File: src/rtl/mac_tree_pkg.sv
// mac_tree_pkg: shared types and elaboration-time helpers for the mac_tree
// dot-product engine (tree depth, latency, per-level node counts/offsets).
package mac_tree_pkg;

  // Control tag that travels down the pipeline beside each data beat.
  typedef struct packed {
    logic valid;
    logic accumulate;
  } beat_tag_t;

  // Registered reduction levels needed to fold num_taps products plus the
  // external partial sum down to one node.
  function automatic int unsigned tree_depth(input int unsigned num_taps);
    int unsigned n;
    int unsigned d;
    n = num_taps + 1;
    d = 0;
    for (int i = 0; i < 32; i++) begin
      if (n > 1) begin
        n = (n + 1) / 2;
        d = d + 1;
      end
    end
    return d;
  endfunction

  // Cycles from input sample to out_valid: leaf stage + tree + accumulator.
  function automatic int unsigned latency(input int unsigned num_taps);
    return tree_depth(num_taps) + 2;
  endfunction

  // Node count at tree level lvl (level 0 = leaves).
  function automatic int unsigned level_nodes(input int unsigned leaves,
                                              input int unsigned lvl);
    int unsigned n;
    n = leaves;
    for (int unsigned j = 0; j < lvl; j++) begin
      n = (n + 1) / 2;
    end
    return n;
  endfunction

  // Total nodes in all levels below lvl; used to pack levels into one bus.
  function automatic int unsigned level_offset(input int unsigned leaves,
                                               input int unsigned lvl);
    int unsigned s;
    s = 0;
    for (int unsigned j = 0; j < lvl; j++) begin
      s = s + level_nodes(leaves, j);
    end
    return s;
  endfunction

endpackage

File: src/rtl/mac_tree_level.sv
// mac_tree_level: one registered level of the binary adder tree.
// Adjacent input nodes are summed pairwise in index order; an odd last node
// is registered unchanged.
//   clk      : rising-edge clock
//   arst_in  : asynchronous active-high reset, clears the level registers
//   din      : N_IN packed nodes of W bits, node i at [i*W +: W]
//   dout     : ceil(N_IN/2) packed registered nodes
module mac_tree_level #(
  parameter int unsigned N_IN = 2,
  parameter int unsigned W    = 32
) (
  input  logic                          clk,
  input  logic                          arst_in,
  input  logic [N_IN*W-1:0]             din,
  output logic [((N_IN+1)/2)*W-1:0]     dout
);

  localparam int unsigned N_OUT = (N_IN + 1) / 2;

  wire [N_OUT*W-1:0] node_d;

  // Pairwise sums; wraps modulo 2^W.
  for (genvar i = 0; i < N_OUT; i++) begin : g_node
    if (2*i + 1 < N_IN) begin : g_pair
      assign node_d[i*W +: W] = din[(2*i)*W +: W] + din[(2*i+1)*W +: W];
    end else begin : g_pass
      assign node_d[i*W +: W] = din[(2*i)*W +: W];
    end
  end

  always_ff @(posedge clk or posedge arst_in) begin
    if (arst_in) begin
      dout <= '0;
    end else begin
      dout <= node_d;
    end
  end

endmodule

File: src/rtl/mac_tree.sv
// mac_tree: pipelined signed multiply-accumulate dot-product engine.
// NUM_TAPS products plus partial_sum_in are reduced by a registered binary
// adder tree; a final stage accumulates or restarts on each valid beat.
// Optional macro MAC_TREE_SATURATE_EN clamps the scaled output to
// OUTPUT_WIDTH signed range and reports clipping on sat_flag.
//   clk            : rising-edge clock
//   arst_in        : asynchronous active-high reset
//   input_valid    : beat on a_in/b_in/partial_sum_in is valid
//   accumulate_in  : add to accumulator (1) or restart it (0)
//   partial_sum_in : signed external addend
//   a_in, b_in     : packed signed operands, tap i at [i*WIDTH +: WIDTH]
//   out            : scaled accumulator (combinational from acc)
//   out_valid      : registered, out carries a new result this cycle
//   sat_flag       : out was clipped this cycle (0 without saturation)
module mac_tree
  import mac_tree_pkg::*;
#(
  parameter int unsigned NUM_TAPS          = 9,
  parameter int unsigned A_WIDTH           = 16,
  parameter int unsigned B_WIDTH           = 16,
  parameter int unsigned ACCUMULATOR_WIDTH = 32,
  parameter int unsigned OUTPUT_WIDTH      = 16,
  parameter int unsigned OUTPUT_SCALE      = 0
) (
  input  logic                          clk,
  input  logic                          arst_in,
  input  logic                          input_valid,
  input  logic                          accumulate_in,
  input  logic [ACCUMULATOR_WIDTH-1:0]  partial_sum_in,
  input  logic [NUM_TAPS*A_WIDTH-1:0]   a_in,
  input  logic [NUM_TAPS*B_WIDTH-1:0]   b_in,
  output logic [OUTPUT_WIDTH-1:0]       out,
  output logic                          out_valid,
  output logic                          sat_flag
);

  localparam int unsigned AW        = ACCUMULATOR_WIDTH;
  localparam int unsigned LEAVES    = NUM_TAPS + 1;
  localparam int unsigned DEPTH     = tree_depth(NUM_TAPS);
  // Tree levels 1..DEPTH packed back to back; leaves live in leaf_q.
  localparam int unsigned TREE_BITS = (level_offset(LEAVES, DEPTH + 1) - LEAVES) * AW;
  localparam int unsigned FINAL_LO  = (level_offset(LEAVES, DEPTH) - LEAVES) * AW;

  logic [LEAVES*AW-1:0] leaf_d;
  logic [LEAVES*AW-1:0] leaf_q;
  wire  [TREE_BITS-1:0] tree_bus;
  beat_tag_t            tag_in;
  beat_tag_t [DEPTH:0]  tag_q;
  logic signed [AW-1:0] acc_q;
  logic                 out_valid_q;
  logic [AW-1:0]        tree_sum;
  logic signed [AW-1:0] acc_shifted;

  // Leaf products: operands sign-extended to AW so the product wraps mod 2^AW.
  always_comb begin
    leaf_d = '0;
    for (int i = 0; i < NUM_TAPS; i++) begin
      leaf_d[i*AW +: AW] = AW'($signed(a_in[i*A_WIDTH +: A_WIDTH]))
                         * AW'($signed(b_in[i*B_WIDTH +: B_WIDTH]));
    end
    leaf_d[NUM_TAPS*AW +: AW] = partial_sum_in;
  end

  always_ff @(posedge clk or posedge arst_in) begin
    if (arst_in) begin
      leaf_q <= '0;
    end else begin
      leaf_q <= leaf_d;
    end
  end

  // Reduction tree, one registered level per iteration.
  for (genvar k = 0; k < DEPTH; k++) begin : g_level
    localparam int unsigned N_IN   = level_nodes(LEAVES, k);
    localparam int unsigned N_OUT  = level_nodes(LEAVES, k + 1);
    localparam int unsigned OUT_LO = (level_offset(LEAVES, k + 1) - LEAVES) * AW;

    logic [N_IN*AW-1:0] lvl_in;

    if (k == 0) begin : g_first
      assign lvl_in = leaf_q;
    end else begin : g_inner
      assign lvl_in = tree_bus[(level_offset(LEAVES, k) - LEAVES)*AW +: N_IN*AW];
    end

    mac_tree_level #(
      .N_IN (N_IN),
      .W    (AW)
    ) u_level (
      .clk     (clk),
      .arst_in (arst_in),
      .din     (lvl_in),
      .dout    (tree_bus[OUT_LO +: N_OUT*AW])
    );
  end

  assign tree_sum = tree_bus[FINAL_LO +: AW];

  // Tag shift register keeps valid/accumulate aligned with the tree data.
  assign tag_in = '{valid: input_valid, accumulate: accumulate_in};

  always_ff @(posedge clk or posedge arst_in) begin
    if (arst_in) begin
      tag_q <= '0;
    end else begin
      tag_q <= {tag_q[DEPTH-1:0], tag_in};
    end
  end

  // Accumulator: single-cycle feedback, so back-to-back beats see each other.
  always_ff @(posedge clk or posedge arst_in) begin
    if (arst_in) begin
      acc_q       <= '0;
      out_valid_q <= 1'b0;
    end else begin
      out_valid_q <= tag_q[DEPTH].valid;
      if (tag_q[DEPTH].valid) begin
        acc_q <= tree_sum + (tag_q[DEPTH].accumulate ? acc_q : '0);
      end
    end
  end

  assign out_valid   = out_valid_q;
  assign acc_shifted = acc_q >>> OUTPUT_SCALE;

`ifdef MAC_TREE_SATURATE_EN
  localparam longint SAT_MAX = (64'sd1 <<< (OUTPUT_WIDTH - 1)) - 64'sd1;
  localparam longint SAT_MIN = -(64'sd1 <<< (OUTPUT_WIDTH - 1));

  longint                  shifted_wide;
  logic [OUTPUT_WIDTH-1:0] out_c;
  logic                    clip_c;

  // Clamp the scaled accumulator into the signed output range.
  always_comb begin
    shifted_wide = 64'(acc_shifted);
    out_c        = OUTPUT_WIDTH'(acc_shifted);
    clip_c       = 1'b0;
    if (shifted_wide > SAT_MAX) begin
      out_c  = OUTPUT_WIDTH'(SAT_MAX);
      clip_c = 1'b1;
    end else if (shifted_wide < SAT_MIN) begin
      out_c  = OUTPUT_WIDTH'(SAT_MIN);
      clip_c = 1'b1;
    end
  end

  assign out      = out_c;
  assign sat_flag = clip_c;
`else
  assign out      = OUTPUT_WIDTH'(acc_shifted);
  assign sat_flag = 1'b0;
`endif

endmodule
File: config.mk
export PLATFORM = sky130hd
export DESIGN_NAME = mac_tree
export DESIGN_NICKNAME = d
export VERILOG_FILES = /design/src/rtl/mac_tree_pkg.sv /design/src/rtl/mac_tree_level.sv /design/src/rtl/mac_tree.sv
export SDC_FILE = /design/constraint.sdc
export NUM_CORES = 2
export LEC_CHECK = 0
export BUFFER_PORTS_ARGS = -buffer_cell sky130_fd_sc_hd__buf_4
export CAP_MARGIN = 40
export CORE_ASPECT_RATIO = 0.75
export CORE_MARGIN = 4
export CORE_UTILIZATION = 45
export DETAILED_ROUTE_END_ITERATION = 8
export HOLD_SLACK_MARGIN = 0.05
export PLACE_DENSITY = 0.73
export SLEW_MARGIN = 0
export SYNTH_ARGS = -nofsm -noshare
export SYNTH_HDL_FRONTEND = slang
export SYNTH_SLANG_ARGS = --single-unit
File: constraint.sdc
create_clock -name clk -period 18.2 [get_ports clk]
set_input_delay 4.55 -clock clk [delete_from_list [all_inputs] [get_ports clk]]
set_output_delay 4.55 -clock clk [all_outputs]
set_load 0.02 [all_outputs]
=== Word level (Yosys, flattened, before mapping) ===
Index checks and enable logic that the tools add are counted.

* Flip-flop bits (word level): 715
* Input bits: 324
* Output and inout port bits: 18
* Logic and storage cells: 37

* $add $sub $neg: 10
* $mul: 9
* Mux-type cells: 1

{| class="wikitable"
|+ Operators with widths
! cell !! number
|-
| $add A32 B32 Y32 || 10
|-
| $mul A16 B16 Y32 || 9
|-
| $mux W32 || 1
|}

=== Depth between registers and ports, before layout ===
* Word-level depth: 2
* Mapped depth: 21
* Depth with buffers taken out: 20

=== Cells and area by module ===
From an unflattened synthesis, not the netlist that was laid out.

* Cell total of the unflattened synthesis: 12432
* Area, all modules: 120366.7 sq um

{| class="wikitable"
|+ Modules (own cells, without submodules)
! module !! instances !! cells an instance !! area each (sq um) !! sequential area each (sq um)
|-
| mac_tree || 1 || 10149 || 97404.7 || 8683.3
|-
| mac_tree_level (g_level[0].u_level) || 1 || 1175 || 11468.5 || 4003.8
|-
| mac_tree_level (g_level[1].u_level) || 1 || 538 || 5645.4 || 2402.3
|-
| mac_tree_level (g_level[2].u_level) || 1 || 301 || 3330.7 || 1601.5
|-
| mac_tree_level (g_level[3].u_level) || 1 || 269 || 2517.4 || 800.8
|}

=== Least setup slack after synthesis ===
No wires, ideal clock.

* Kind: input port to flip-flop
* From: in a_in[117]
* To: reg leaf_q[238] (netlist: g_level[0].lvl_in[238])
* Setup time: 80 ps
* Arrival: 9224 ps
* Data required time: 18120 ps
* Setup slack: 8896 ps
* Stages on the path: 18
* Path buffers: 1
* Cell sequence: clkbuf_1 > and2_1 > fa_1 > inv_1 > fa_1 > fa_1 > fa_1 > inv_1 > fa_1 > inv_1 > fa_1 > inv_1 > ha_1 > nand3_1 > nand2_1 > a41o_1 > o41ai_1 > xnor2_1

* Word-level cells in the longest chain between the ends: 1

{| class="wikitable"
|+ Ends and longest elaborated chain
! what !! RTL line !! RTL
|-
| from (decl) || mac_tree.sv:30 || <nowiki>input logic [NUM_TAPS*A_WIDTH-1:0] a_in,</nowiki>
|-
| $mul A16 B16 Y32 || mac_tree.sv:59 || <nowiki>* AW'($signed(b_in[i*B_WIDTH +: B_WIDTH]));</nowiki>
|-
| named net leaf_d[238] || mac_tree.sv:44 || <nowiki>logic [LEAVES*AW-1:0] leaf_d;</nowiki>
|-
| to (signal assigned) || mac_tree.sv:68 || <nowiki>leaf_q <= leaf_d;</nowiki>
|-
| to (decl) || mac_tree.sv:45 || <nowiki>logic [LEAVES*AW-1:0] leaf_q;</nowiki>
|}

The timed path passes the listed nets, and every way through them passes these cells.
A chain may end at the register's enable or synchronous reset.

=== Final worst setup path ===
* From: in b_in[100]
* To: reg leaf_q[206] (netlist: g_level[0].lvl_in[206])

* Word-level cells in the longest chain between the ends: 1

{| class="wikitable"
|+ Ends and longest elaborated chain
! what !! RTL line !! RTL
|-
| from (decl) || mac_tree.sv:31 || <nowiki>input logic [NUM_TAPS*B_WIDTH-1:0] b_in,</nowiki>
|-
| $mul A16 B16 Y32 || mac_tree.sv:59 ||
|-
| named net leaf_d[206] || mac_tree.sv:44 ||
|}

The timed path passes the listed nets, and every way through them passes these cells.

==> insert_results.sql <==
INSERT INTO impl_metrics (metric_group, metric, value, unit) VALUES
('clocking', 'htree_num_levels', '2', ''),
('die', 'die-height', '305.6', 'um'),
('power', 'power_leakage', '29.64', 'nW'),
('clocking', 'postCtsResizedCells', '0', ''),
('power', 'power_density', '176.6', 'mW/mm^2'),
('clocking', 'cts_max_path_buffers', '3', ''),
('clocking', 'worstSkewPairLatency', '570', 'ps'),
('synth', 'synthFlopType', 'dfrtp_1', ''),
('power', 'clockPowerShare', '0.079', ''),
('synth', 'post_synth_inst_count', '5761', ''),
('worst_setup_path', 'rr_startpoint', 'tag_q[8]', ''),
('route', 'num_vias', '37770', ''),
('worst_setup_path', 'cp-start-kind', 'input pin', ''),
('synth', 'yosys_warnings', '0', ''),
('synth', 'synth.lib_cells_used.distinct', '61', ''),
('finish', 'area_growth_syn_to_layout', '9.848', '%'),
('synth', 'syn_avg_cell_area', '9.221', 'sq um'),
('clocking', 'hold_buffers', '0', ''),
('global_routing', 'wire_length_of_the_first_global_routing_pass', '202200', 'um'),
('synth', 'ys_async_sr_fraction', '1.000', ''),
('synth', 'syn_nets', '7505', ''),
('clocking', 'tritoncts.num_buffers', '39', ''),
('global_routing', 'grt-ovfl-total', '0', ''),
('worst_setup_path', 'timing.critical_path.arrival', '9560', 'ps'),
('worst_setup_path', 'critical_path.max_fanout', '12', ''),
('power', 'internal_dissipation', '0.005402', 'W'),
('worst_setup_path', 'slowest_delay', '540', 'ps'),
('die', 'die-width', '404.7', 'um'),
('timing', 'maxSlewHeadroom', '0.3296', ''),
('placed_design', 'dp_hpwl', '96140', 'um'),
('power', 'power.net_switching', '0.004901', 'W'),
('timing', 'drv_slew', '0', ''),
('synth', 'postSynthRegisterBits', '363', ''),
('timing', 'skew', '31.86', 'ps'),
('power', 'power.ir.vdd_worst', '153.0', 'uV'),
('worst_setup_path', 'setup.worst_path.start', 'b_in[100]', ''),
('placed_design', 'count_of_buffers_from_port_buffering', '324', ''),
('route', 'avgViaCountPerCell', '4.996', ''),
('route', 'wire_per_inst', '15.66', 'um'),
('clocking', 'postCtsSetupRepairBufs', '0', ''),
('route', 'drc_violation_count_after_routing', '0', ''),
('timing', 'final_min_period_over_clock_period', '0.5033', ''),
('worst_setup_path', 'worst_r2r_endpoint', 'acc_q[15]', ''),
('synth', 'synth_sequential_area_ratio', '0.1710', ''),
('placed_design', 'place_congestion', '0.9034', ''),
('die', 'die-area', '0.1237', 'sq mm'),
('timing', 'worst_slew_pin_slew', '1006', 'ps'),
('global_routing', 'grt_max_degree', '186', ''),
('clocking', 'clock-sinks', '363', ''),
('timing', 'setup_repair_after_global_routing_missed_its_margin', 'false', ''),
('synth', 'netlist_top_cells_count', 'inv_1 (1202), fa_1 (721), ha_1 (699)', ''),
('synth', 'most_area_hungry_cell_type_in_the_yosys_netlist', 'fa_1', ''),
('finish', 'nets', '7734', ''),
('route', 'first_iter_violations', '2246', ''),
('route', 'drtPass1Iterations', '5', ''),
('power', 'design_power_total', '0.01030', 'W'),
('worst_setup_path', 'critPathKind', 'input pin to flop', ''),
('worst_setup_path', 'crit_family', 'adder cells', ''),
('run_status', 'result_of_the_run', 'completed', ''),
('synth', 'synth-edff-count', '0', ''),
('die', 'num_io_pins', '342', ''),
('clocking', 'cts-root-buf', 'clkbuf_16', ''),
('synth', 'biggest_area_contributors_in_the_synthesized_netlist', 'fa_1 (27%), dfrtp_1 (17%), ha_1 (16%)', ''),
('synth', 'synthDominantCellAreaShare', '0.2717', ''),
('timing', 'setup_viol_count_final', '0', ''),
('finish', 'drive_gt1_frac', '0.07444', ''),
('worst_setup_path', 'worst_setup_path_endpoint', 'g_level[0].lvl_in[206]', ''),
('synth', 'count_leader_synth', 'inv_1', ''),
('die', 'placementRows', '108', ''),
('job', 'drv.max_cap_violation_count', '0', ''),
('timing', 'totalNegativeSetupSlack', '0', 'ps');
-- flip-flops by register name, indices dropped and copies added, names as in the netlist --
register,flops
tag_q,10
g_level.u_level.dout,176
g_level.lvl_in,160
out_valid,1
acc_q,16
-- routing by layer --
metal	GRT usage	vias up	part of all wire
met2	0.3113	978	0.45
li1	-	18040	-
met5	0	-	0.00023
met4	0.03524	4	0.016
met3	0.02967	140	0.065
met1	0.2917	18610	0.47
-- layout by cell type, fill, tap and decap left out, types with 6 or more instances in the layout --
master	instances
a21oi_1	123
a31oi_1	22
a21oi_2	6
clkinv_2	8
a31o_2	15
o311a_1	6
dfrtp_1	363
xor2_1	74
clkinvlp_4	7
nor2b_1	51
nand2_1	692
fa_1	721
o311ai_1	11
or2_2	14
a21o_1	44
nor3_1	71
buf_4	325
nand2b_1	18
nor2_1	154
a22o_1	9
and2_1	592
o2111ai_1	7
inv_1	1201
nand3_1	35
o21a_1	41
mux2_2	11
clkbuf_16	39
o21bai_1	16
and3_1	20
a211o_1	17
xnor2_1	421
o21ai_0	54
o22ai_1	7
a2111oi_0	7
o41ai_1	8
or3_1	26
a211oi_1	17
ha_1	699
-- through the flow --
stage	instances	hold slack (ps)	area (sq um)	worst slack (ps)
after floorplan	5761	331.2	53120	3575
after global placement	7488	334.1	56990	8647
after detailed placement	7489	334.7	57010	8509
after CTS	7558	332.2	58350	9097
after global routing	7558	334.7	58350	8833
final	7559	330.0	58350	9039
-- how the worst min path moves through the flow --
| stage | startpoint | end | slack, ps | cells after the start |
|---|---|---|---|---|
| 2_1_floorplan | g_level[0].u_level.dout[128] | g_level[1].u_level.dout[64] | 330 | 0 |
| 3_3_place_gp | g_level[1].u_level.dout[66] | g_level[2].u_level.dout[34] | 330 | 0 |
| 3_5_place_dp | g_level[0].u_level.dout[135] | g_level[1].u_level.dout[71] | 330 | 0 |
| 4_1_cts | g_level[1].u_level.dout[69] | g_level[2].u_level.dout[37] | 330 | 0 |
| 5_1_grt | g_level[0].u_level.dout[131] | g_level[1].u_level.dout[67] | 330 | 0 |
| 6_report | g_level[1].u_level.dout[69] | g_level[2].u_level.dout[37] | 330 | 0 |
-- cells by family (layout without fill, tap and decap cells) --
logic type      Yosys count  in the layout  synth area share
simple gates           1684           1684            0.1563
fa+ha+maj              1420           1420            0.4363
buf+inv                1341           1598           0.09483
xor+xnor                495            495           0.08161
compound gates          445            445           0.05738
flops                   363            363            0.1710
mux                      12             12          0.002520
other cells               1              2        0.00007059
-- power groups by stage --
stage | Combinational [W] | Clock (W) | Sequential (W)
floorplan | 0.00618 | 0 | 0.00141
global placement | 0.00777 | 0 | 0.00148
detailed placement | 0.00799 | 0 | 0.00148
CTS | 0.00807 | 0.000840 | 0.00148
global route | 0.00910 | 0.000878 | 0.00150
finish | 0.00802 | 0.000815 | 0.00147
-- cell type report --
class	instances	area (sq um)	share of cell area
clock buffers	46	1042	0.01786
flip-flops and latches	363	9084	0.1557
clock inverters	23	297.8	0.005103
repair buffers	327	2480	0.04250
diodes	1	2.502	0.00004288
inverters	1202	4519	0.07745
multi-input cells	4057	39000	0.6684
well taps	1540	1927	0.03302
No activity file was read; power rests on OpenSTA's default activity.
